`src/rtl/hdr_pkg.sv`:
```
// rtl/hdr_pkg.sv - frame buffer constants and capture FSM encoding shared by the imaging pipeline
package hdr_pkg;
  localparam int NUM_BUFS     = 6;
  localparam int PIX_PER_WORD = 16;
  localparam int WORD_W       = 256;
  localparam int ADDR_W       = 25;

  typedef enum logic [2:0] {
    ST_IDLE,
    ST_CAPTURE,
    ST_FLUSH,
    ST_DONE,
    ST_DRAIN_BAD
  } state_t;

  function automatic logic [2:0] next_buf(input logic [2:0] cur);
    return (cur == 3'(NUM_BUFS - 1)) ? 3'd0 : cur + 3'd1;
  endfunction
endpackage

```
`src/rtl/camera_frame_packer_word_fifo.sv`:
```
// rtl/camera_frame_packer_word_fifo.sv - synchronous word FIFO carrying packed data plus its address tag
module word_fifo #(
  parameter int DEPTH = 4,
  parameter int W     = 281
) (
  input  logic         clk,
  input  logic         rst,
  input  logic         push,
  input  logic [W-1:0] push_data,
  input  logic         pop,
  output logic [W-1:0] pop_data,
  output logic         full,
  output logic         empty
);
  localparam int AW = (DEPTH > 1) ? $clog2(DEPTH) : 1;
  localparam logic [AW:0]   FULL_CNT = (AW+1)'(DEPTH);
  localparam logic [AW:0]   CNT_ONE  = (AW+1)'(1);
  localparam logic [AW-1:0] PTR_ONE  = AW'(1);

  logic [W-1:0]  mem_q [DEPTH];
  logic [W-1:0]  mem_d [DEPTH];
  logic [AW-1:0] wr_ptr_q, wr_ptr_d, rd_ptr_q, rd_ptr_d;
  logic [AW:0]   count_q, count_d;
  logic          do_push, do_pop;

  assign full     = (count_q == FULL_CNT);
  assign empty    = (count_q == '0);
  assign pop_data = mem_q[rd_ptr_q];

  always_comb begin
    do_pop   = pop && !empty;
    // a full FIFO still accepts a word when the head leaves in the same cycle
    do_push  = push && (!full || do_pop);
    mem_d    = mem_q;
    wr_ptr_d = wr_ptr_q;
    rd_ptr_d = rd_ptr_q;
    count_d  = count_q;
    if (do_push) begin
      mem_d[wr_ptr_q] = push_data;
      wr_ptr_d        = wr_ptr_q + PTR_ONE;
    end
    if (do_pop) rd_ptr_d = rd_ptr_q + PTR_ONE;
    case ({do_push, do_pop})
      2'b10:   count_d = count_q + CNT_ONE;
      2'b01:   count_d = count_q - CNT_ONE;
      default: count_d = count_q;
    endcase
  end

  always_ff @(posedge clk) begin
    mem_q <= mem_d;
  end

  always_ff @(posedge clk or posedge rst) begin
    if (rst) begin
      wr_ptr_q <= '0;
      rd_ptr_q <= '0;
      count_q  <= '0;
    end else begin
      wr_ptr_q <= wr_ptr_d;
      rd_ptr_q <= rd_ptr_d;
      count_q  <= count_d;
    end
  end
endmodule

```
`src/rtl/camera_frame_packer.sv`:
```
// rtl/camera_frame_packer.sv - packs camera RGB565 bytes into 256-bit words and writes them to rotating frame buffers
module camera_frame_packer import hdr_pkg::*; #(
  parameter int          H_RES        = 640,
  parameter int          V_RES        = 480,
  parameter logic [24:0] FRAME_STRIDE = 25'h25800,
  parameter int          ADDR_STEP    = 8,
  parameter int          FIFO_DEPTH   = 4
) (
  input  logic         clk,
  input  logic         rst,
  input  logic         capture_en,
  input  logic         vsync,
  input  logic         href,
  input  logic         byte_valid,
  input  logic [7:0]   pixel_byte,
  input  logic         ram_busy,
  output logic [255:0] camera_data,
  output logic         camera_wr_req,
  output logic [24:0]  cam_wr_address,
  output logic         frame_done,
  output logic [2:0]   last_frame,
  output logic         frame_error
);
  localparam int TOTAL_WORDS = H_RES * V_RES / PIX_PER_WORD;
  localparam int WIDX_W      = $clog2(TOTAL_WORDS + 1);
  localparam logic [WIDX_W-1:0] LAST_IDX = WIDX_W'(TOTAL_WORDS - 1);

  state_t              state_q, state_d;
  logic                vsync_q, vsync_d;
  logic                toggle_q, toggle_d;
  logic [7:0]          lo_byte_q, lo_byte_d;
  logic [3:0]          pix_cnt_q, pix_cnt_d;
  logic [WORD_W-1:0]   pack_q, pack_d;
  logic [WIDX_W-1:0]   word_idx_q, word_idx_d;
  logic                bad_q, bad_d;
  logic [WORD_W-1:0]   camera_data_q, camera_data_d;
  logic                wr_req_q, wr_req_d;
  logic [ADDR_W-1:0]   addr_q, addr_d;
  logic                frame_done_q, frame_done_d;
  logic [2:0]          last_frame_q, last_frame_d;
  logic                frame_error_q, frame_error_d;

  logic [2:0]          wr_buf;
  logic [ADDR_W-1:0]   word_addr;
  logic [WORD_W-1:0]   pack_ins;
  logic                capturing, pix_valid, word_push, overflow;
  logic                fifo_pop, fifo_full, fifo_empty;
  logic [WORD_W+ADDR_W-1:0] fifo_rd;

  word_fifo #(.DEPTH(FIFO_DEPTH), .W(WORD_W + ADDR_W)) u_fifo (
    .clk       (clk),
    .rst       (rst),
    .push      (word_push),
    .push_data ({word_addr, pack_ins}),
    .pop       (fifo_pop),
    .pop_data  (fifo_rd),
    .full      (fifo_full),
    .empty     (fifo_empty)
  );

  always_comb begin
    wr_buf    = next_buf(last_frame_q);
    word_addr = ADDR_W'(wr_buf) * FRAME_STRIDE + ADDR_W'(word_idx_q) * ADDR_W'(ADDR_STEP);
    capturing = (state_q == ST_CAPTURE);
    pix_valid = capturing && href && byte_valid && toggle_q;
    pack_ins  = pack_q;
    pack_ins[{pix_cnt_q, 4'b0000} +: 16] = {pixel_byte, lo_byte_q};
    word_push = pix_valid && (pix_cnt_q == 4'hF);
    fifo_pop  = !fifo_empty && !ram_busy;
    overflow  = word_push && fifo_full && !fifo_pop;

    state_d       = state_q;
    vsync_d       = vsync;
    toggle_d      = toggle_q;
    lo_byte_d     = lo_byte_q;
    pix_cnt_d     = pix_cnt_q;
    pack_d        = pack_q;
    word_idx_d    = word_idx_q;
    bad_d         = bad_q;
    camera_data_d = camera_data_q;
    wr_req_d      = fifo_pop;
    addr_d        = addr_q;
    frame_done_d  = 1'b0;
    last_frame_d  = last_frame_q;
    frame_error_d = frame_error_q;

    // the byte pairing restarts on every line, so an odd trailing byte is simply forgotten
    if (!href) begin
      toggle_d = 1'b0;
    end else if (capturing && byte_valid) begin
      toggle_d = !toggle_q;
      if (!toggle_q) lo_byte_d = pixel_byte;
    end
    if (pix_valid) begin
      pack_d    = pack_ins;
      pix_cnt_d = pix_cnt_q + 4'd1;
    end
    if (word_push) word_idx_d = word_idx_q + WIDX_W'(1);
    if (overflow) begin
      frame_error_d = 1'b1;
      bad_d         = 1'b1;
    end
    if (fifo_pop) begin
      camera_data_d = fifo_rd[WORD_W-1:0];
      addr_d        = fifo_rd[WORD_W+ADDR_W-1:WORD_W];
    end

    case (state_q)
      ST_IDLE: begin
        if (vsync_q && !vsync && capture_en) begin
          toggle_d   = 1'b0;
          pix_cnt_d  = 4'd0;
          word_idx_d = '0;
          bad_d      = 1'b0;
          state_d    = ST_CAPTURE;
        end
      end
      ST_CAPTURE: begin
        if (word_push && (word_idx_q == LAST_IDX)) begin
          state_d = ST_FLUSH;
        end else if (!vsync_q && vsync) begin
          frame_error_d = 1'b1;
          state_d       = ST_DRAIN_BAD;
        end
      end
      ST_FLUSH: begin
        if (fifo_empty) begin
          if (bad_q) begin
            state_d = ST_IDLE;
          end else begin
            frame_done_d = 1'b1;
            last_frame_d = wr_buf;
            state_d      = ST_DONE;
          end
        end
      end
      ST_DONE:      state_d = ST_IDLE;
      ST_DRAIN_BAD: if (fifo_empty) state_d = ST_IDLE;
      default:      state_d = ST_IDLE;
    endcase
  end

  always_ff @(posedge clk or posedge rst) begin
    if (rst) begin
      state_q       <= ST_IDLE;
      vsync_q       <= 1'b0;
      toggle_q      <= 1'b0;
      lo_byte_q     <= 8'd0;
      pix_cnt_q     <= 4'd0;
      pack_q        <= '0;
      word_idx_q    <= '0;
      bad_q         <= 1'b0;
      camera_data_q <= '0;
      wr_req_q      <= 1'b0;
      addr_q        <= '0;
      frame_done_q  <= 1'b0;
      last_frame_q  <= 3'(NUM_BUFS - 1);
      frame_error_q <= 1'b0;
    end else begin
      state_q       <= state_d;
      vsync_q       <= vsync_d;
      toggle_q      <= toggle_d;
      lo_byte_q     <= lo_byte_d;
      pix_cnt_q     <= pix_cnt_d;
      pack_q        <= pack_d;
      word_idx_q    <= word_idx_d;
      bad_q         <= bad_d;
      camera_data_q <= camera_data_d;
      wr_req_q      <= wr_req_d;
      addr_q        <= addr_d;
      frame_done_q  <= frame_done_d;
      last_frame_q  <= last_frame_d;
      frame_error_q <= frame_error_d;
    end
  end

  assign camera_data    = camera_data_q;
  assign camera_wr_req  = wr_req_q;
  assign cam_wr_address = addr_q;
  assign frame_done     = frame_done_q;
  assign last_frame     = last_frame_q;
  assign frame_error    = frame_error_q;
endmodule

```
`config.mk`:
```
export PLATFORM = sky130hd
export DESIGN_NAME = camera_frame_packer
export DESIGN_NICKNAME = d
export VERILOG_FILES = /design/src/rtl/hdr_pkg.sv /design/src/rtl/camera_frame_packer_word_fifo.sv /design/src/rtl/camera_frame_packer.sv
export SDC_FILE = /design/constraint.sdc
export NUM_CORES = 2
export LEC_CHECK = 0
export CELL_PAD_IN_SITES_DETAIL_PLACEMENT = 1
export CELL_PAD_IN_SITES_GLOBAL_PLACEMENT = 2
export CORE_MARGIN = 2
export CORE_UTILIZATION = 47
export DETAILED_ROUTE_END_ITERATION = 7
export MAX_ROUTING_LAYER = met4
export PLACE_DENSITY = 0.91
export SETUP_SLACK_MARGIN = 0.4
export SLEW_MARGIN = 5
export SYNTH_ARGS = -nofsm -noshare
export SYNTH_HDL_FRONTEND = slang
export SYNTH_HIERARCHICAL = 1
export SYNTH_SLANG_ARGS = --single-unit
```
`constraint.sdc`:
```
create_clock -name clk -period 26.9 [get_ports clk]
set_clock_uncertainty 0.05 [all_clocks]
set_input_delay 6.725 -clock clk [delete_from_list [all_inputs] [get_ports clk]]
set_output_delay 6.725 -clock clk [all_outputs]
set_load 0.1 [all_outputs]
```
After elaboration in Yosys (flattened, before gate mapping)
Index checks and enable logic that the tools add are counted.
Widths: inputs -> output; s select.

storage, ports and cells
  flip-flop bits (word level) = 1707
  bits of input ports = 15
  output and inout port bits = 287
  logic and storage cells = 118

cells by class
  $add $sub $neg = 9
  multipliers = 1
  magnitude comparators = 3
  eq/ne operators = 13
  shift-type cells = 2
  multiplexer cells = 36
  bitwise gates (word level) = 4
  reductions and logical operators = 29

operator list
  kind                       number
  $bwmux 1124                1
  $mux 281                   3
  $bmux 281 s2               1
  $demux 281 s2              1
  $bwmux 256                 1
  $shift 16x10->256 const A  1
  $shiftx 16x10->256         1
  $mux 15                    3
  $add 21x18->22             1
  $mux 3                     6
  $add 15x1->15 const B      1
  $eq 15x15->1 const B       1
  $logic_and 1x1->1          15
  $mux 1                     14
  $mux 4                     3
  $pmux 3 s4                 1
  $mul 3x7->10 const B       1
  $neg 8->10                 1
  $eq 3x3->1 const B         3
  $logic_not 1->1            7
  $add 3x1->3 const B        2
  $ge 3x3->1 const B         2
  $logic_not 3->1            2
  $not 2->3                  2
  19 further kinds           23

Logic depth before layout (Yosys ltp)
  word-level depth = 11
  depth in mapped cells = 13
  depth with buffers taken out = 12

Modules after synthesis
Netlist, hierarchy kept.

by module, submodules not included
  module               instances  cells an instance  area each (µm²)  sequential area each (µm²)
  word_fifo            1          1507               40993.1          33927.5
  camera_frame_packer  1          1849               26130.1          14416.3

Least setup slack after synthesis
Ideal clock, no wire load.

  path kind = input to register
  from = input ram_busy
  to = register u_fifo/mem_q[0] in the netlist's numbering (enable)
  setup time = 0.524 ns
  data arrival time = 11.204 ns
  data required time = 26.326 ns
  setup slack = 15.122 ns
  stages on the path = 5
  path buffers = 2
  cells stage by stage = nor2_1 -> clkbuf_1 -> clkbuf_1 -> o21a_4 -> and2_2

on the way
  word-level cells in the longest chain between the ends = 5

ends and longest elaborated chain
  item                    RTL line                             text
  start: declaration      camera_frame_packer.sv:16            input logic ram_busy,
  $logic_not 1->1         camera_frame_packer.sv:69            fifo_pop = !fifo_empty && !ram_busy;
  $logic_and 1x1->1       camera_frame_packer.sv:69
  named net fifo_pop      camera_frame_packer.sv:47            logic fifo_pop, fifo_full, fifo_empty;
  $logic_and 1x1->1       camera_frame_packer_word_fifo.sv:31  do_pop = pop && !empty;
  $logic_or 1x1->1        camera_frame_packer_word_fifo.sv:33  do_push = push && (!full || do_pop);
  $logic_and 1x1->1       camera_frame_packer_word_fifo.sv:33
  end signal: assignment  camera_frame_packer_word_fifo.sv:51  mem_q <= mem_d;
  end: declaration        camera_frame_packer_word_fifo.sv:20  logic [W-1:0] mem_q [DEPTH];

The timed path passes the listed nets, and every way through them passes these cells.
A chain may end at the register's enable or synchronous reset.

Final worst setup path
  from = input href
  to = register u_fifo/mem_q[382] in the netlist's numbering (enable)

on the way
  word-level cells in the longest chain between the ends = 5

ends and longest elaborated chain
  item                             RTL line                             text
  start: declaration               camera_frame_packer.sv:13            input logic href,
  $logic_and 1x1->1 (3 in series)  camera_frame_packer.sv:65            pix_valid = capturing && href && byte_valid && toggle_q;
  $logic_and 1x1->1                camera_frame_packer.sv:68            word_push = pix_valid && (pix_cnt_q == 4'hF);
  named net word_push              camera_frame_packer.sv:46            logic capturing, pix_valid, word_push, overflow;
  $logic_and 1x1->1                camera_frame_packer_word_fifo.sv:33

The timed path passes the listed nets, and every way through them passes these cells.

==> out/metrics.cfg <==
[synth]
ys_ff_latch = 1707
syn_area_um2 = 67100
synthAdderAreaFrac_pct = 0.459
ys.flop_type = edfxtp_1
avgSynthCellArea_um2 = 20.0
synthMuxAreaShare_pct = 22.8
ys_types = 60
synthArstFlopShare_pct = 34.2
syn_inst = 3356
synth-seq-area-share_pct = 72.0
synth_compound_area_share_pct = 0.449
synth_enable_flop_cells = 1124
synth_top_family_by_area = multiplexers
synthXorXnorAreaFrac_pct = 0.404
synth_warnings = 6
synth-simple-area-share_pct = 1.93

[cts]
clk_latency_ps = 800
root_buffer = clkbuf_16
clkSlewWorstSetupHoldPaths_ps = 60
numCtsBuffers = 169
cts_tree = yes
cts_max_level = 4
cts_resized = 0
cts_setup_buffers = 0
cts_num_sinks = 1707
hold_buffers = 0
cts_max_path_buffers = 3

[power_and_ir_drop]
leakagePower_uw = 0.0286
p_per_area_nw_per_um2 = 96.5
ir_drop_uv = 148

[global_routing]
antenna_found_initial = 14
grt_util_met2_pct = 38.4
busiest_layer = met2
grt_pass1_vias = 36400
use_met1_pct = 30.3
grt_pass1_wl_mm = 250
grt_max_degree = 153
gr-usage-all-layers_pct = 24.0
use_met3_pct = 5.61
grt_overflow = 0

[worst_setup_path]
critical_path_class = in2reg
crit_path_max_fanout = 63
path_cells = clkdlybuf4s50_1, nand3_1, nor2_4, buf_4, nand4_1, inv_1, o21a_4, and2_4, buf_4, buf_4, buf_4
crit_buf_inv = 6
r2r_end = u_fifo/mem_q[382]
critPathArrivalTime_ps = 12340
slowest_stage = buf_4
crit_family = buffers and inverters
startpoint_type = input port
end_kind = flop
cpPeakStageDelay_ps = 920
cp.depth = 11
worstReg2RegStart = state_q[1]
reg2reg_depth = 10
r2r_slack_ps = 20880
required_ps = 27260
cp_common_cell = buf_4

[timing]
min_period_ps = 11980
hold_ws_ps = 427
period_share_pct = 44.5
tightestPinTransition_ps = 1280
hold_viol = 0
slew_viol_final = 0
rsz0062_at_grt = false
setup_tns_ps = 0
fmaxAchievable_ghz = 0.0835
setup_violations = 0
timing.slew.headroom_pct = 14.7

[cells_and_area]
nNetsFinal = 3728
drive_gt1_share_pct = 36.1
area_growth_pct = 15.2
fin_cells = 5736

[detailed_routing]
drtIter0Drc = 3084
viasPerCell = 5.74
wl_per_cell_um = 29.2
postRouteAntennaNets = 0
drt_wl_total_mm = 168
drc = 0
first_pass_iters = 5
vias = 32900

[worst_hold_path]
whs_endpoint = pack_q[12]
holdPathStages = 2
hp-start = pack_q[12]
hold_path_class = reg2reg

[placement]
numPortBuffers = 301
hpwl_mm = 98.7
gp_congestion = 0.744
placed_cells = 5410

[die]
rows = 138
start_util_pct = 47.4
core_area_um2 = 142000
die_w_um = 382
io_pins = 302
die_y_um = 382
dieArea_um2 = 146000

[run]
maxCapViolCount = 0

[status]
status = finished, final reports clean

## layer usage
layer	routed length, um	part of all wire, %
met1	66500	40
met2	84200	50
met3	11700	7.0
met4	5220	3.1
met5	0	0
## metrics by stage
step	instance area [um^2]	utilization, %	setup slack [ps]	total power, uW
floorplan	67200	-	4010	4660
global placement	71800	50.7	14140	5150
detailed placement	71800	50.7	14010	5190
CTS	77300	54.6	14880	7530
global route	77300	54.6	14660	7690
finish	77300	54.6	14920	7460
## cells in the mapped netlist (3+ instances only)
master	number	area, um^2
nand2_1	92	345
buf_12	5	100
a21o_1	4	30.0
mux4_2	281	6330
and2_1	18	113
nand4_1	6	37.5
buf_4	3	22.5
nor2_2	3	18.8
o21ai_0	14	70.1
xor2_1	17	149
a21oi_1	5	25.0
mux2_2	729	8210
xnor2_1	14	123
and3_1	23	144
nor4_1	3	18.8
buf_6	37	417
mux2_4	51	766
and2_2	4	30.0
clkbuf_1	97	364
buf_1	24	90.1
or2_1	6	37.5
a31oi_1	4	25.0
nor3_1	5	25.0
nor3b_1	5	37.5
o22ai_1	4	25.0
fa_1	3	60.1
dfrtp_1	581	14500
a211oi_1	4	30.0
edfxtp_1	1124	33800
buf_2	38	190
mux2i_1	3	30.0
ha_1	19	238
nor2_1	53	199
nand3_1	15	75.1
nand2b_1	6	37.5
nor2b_1	6	37.5
inv_1	22	82.6
## cell families after synthesis
group                      Yosys count
AOI/OAI and AO/OA                   45
xor gates and xnor gates            31
adders and majority gates           23
buffers and inverters              226
DFF                               1707
muxes                             1064
other                                1
and+or+nand+nor                    259
## power breakdown
part | leakage (uW) | total, uW | switching, uW | internal, uW
clock | 0.00268 | 2340 | 995 | 1350
combinational | 0.00826 | 1970 | 1390 | 582
sequential | 0.0177 | 3140 | 207 | 2930
total | 0.0286 | 7460 | 2590 | 4860
## cell usage in the layout, fill, tap and decap left out, drive strengths merged, types with 16 or more instances in the layout
cell	netlist	final
conb	1	28
xor2	17	17
mux2	780	780
dfrtp	581	581
mux4	281	281
nor2	56	56
clkdlybuf4s50	0	293
clkbuf	97	244
and3	23	23
ha	19	19
clkinv	0	51
and2	22	22
inv	22	29
buf	107	48
edfxtp	1124	1124
nand2	92	92
nand3	16	16
## worst reg2reg max path: cells and delay by family (launching register included)
kind,cells,cell delay (ps)
AOI/OAI and AO/OA,1,190
buffers and inverters,5,3220
DFF,1,460
and+or+nand+nor,4,1630
## registers in the layout, summed over array words and instances (netlist names)
signal,cells
u_fifo/mem_q,1124
bad_q,1
u_fifo/rd_ptr_q,2
toggle_q,1
pack_q,256
camera_data,256
lo_byte_q,8
state_q,3
last_frame,3
pix_cnt_q,4
frame_error,1
vsync_q,1
u_fifo/wr_ptr_q,2
frame_done,1
camera_wr_req,1
word_idx_q,15
cam_wr_address,25
u_fifo/count_q,3
## how the worst max path moves through the flow
stage                                   end  startpoint
after floorplan                       bad_q         rst
after global placement    u_fifo/mem_q[459]  byte_valid
after detailed placement  u_fifo/mem_q[330]        href
after CTS                 u_fifo/mem_q[395]        href
after global routing      u_fifo/mem_q[382]        href
final                     u_fifo/mem_q[382]        href
## final cells by class
type | count | area, um^2
fillers | 12500 | 64300
multi-input cells | 1450 | 17700
repair buffers | 341 | 3350
flip-flops and latches | 1707 | 48400
diodes | 11 | 27.5
clock inverters | 71 | 683
well taps | 1890 | 2360
inverters | 22 | 90.1
clock buffers | 244 | 4800
Power figures use the tool's default switching activity.
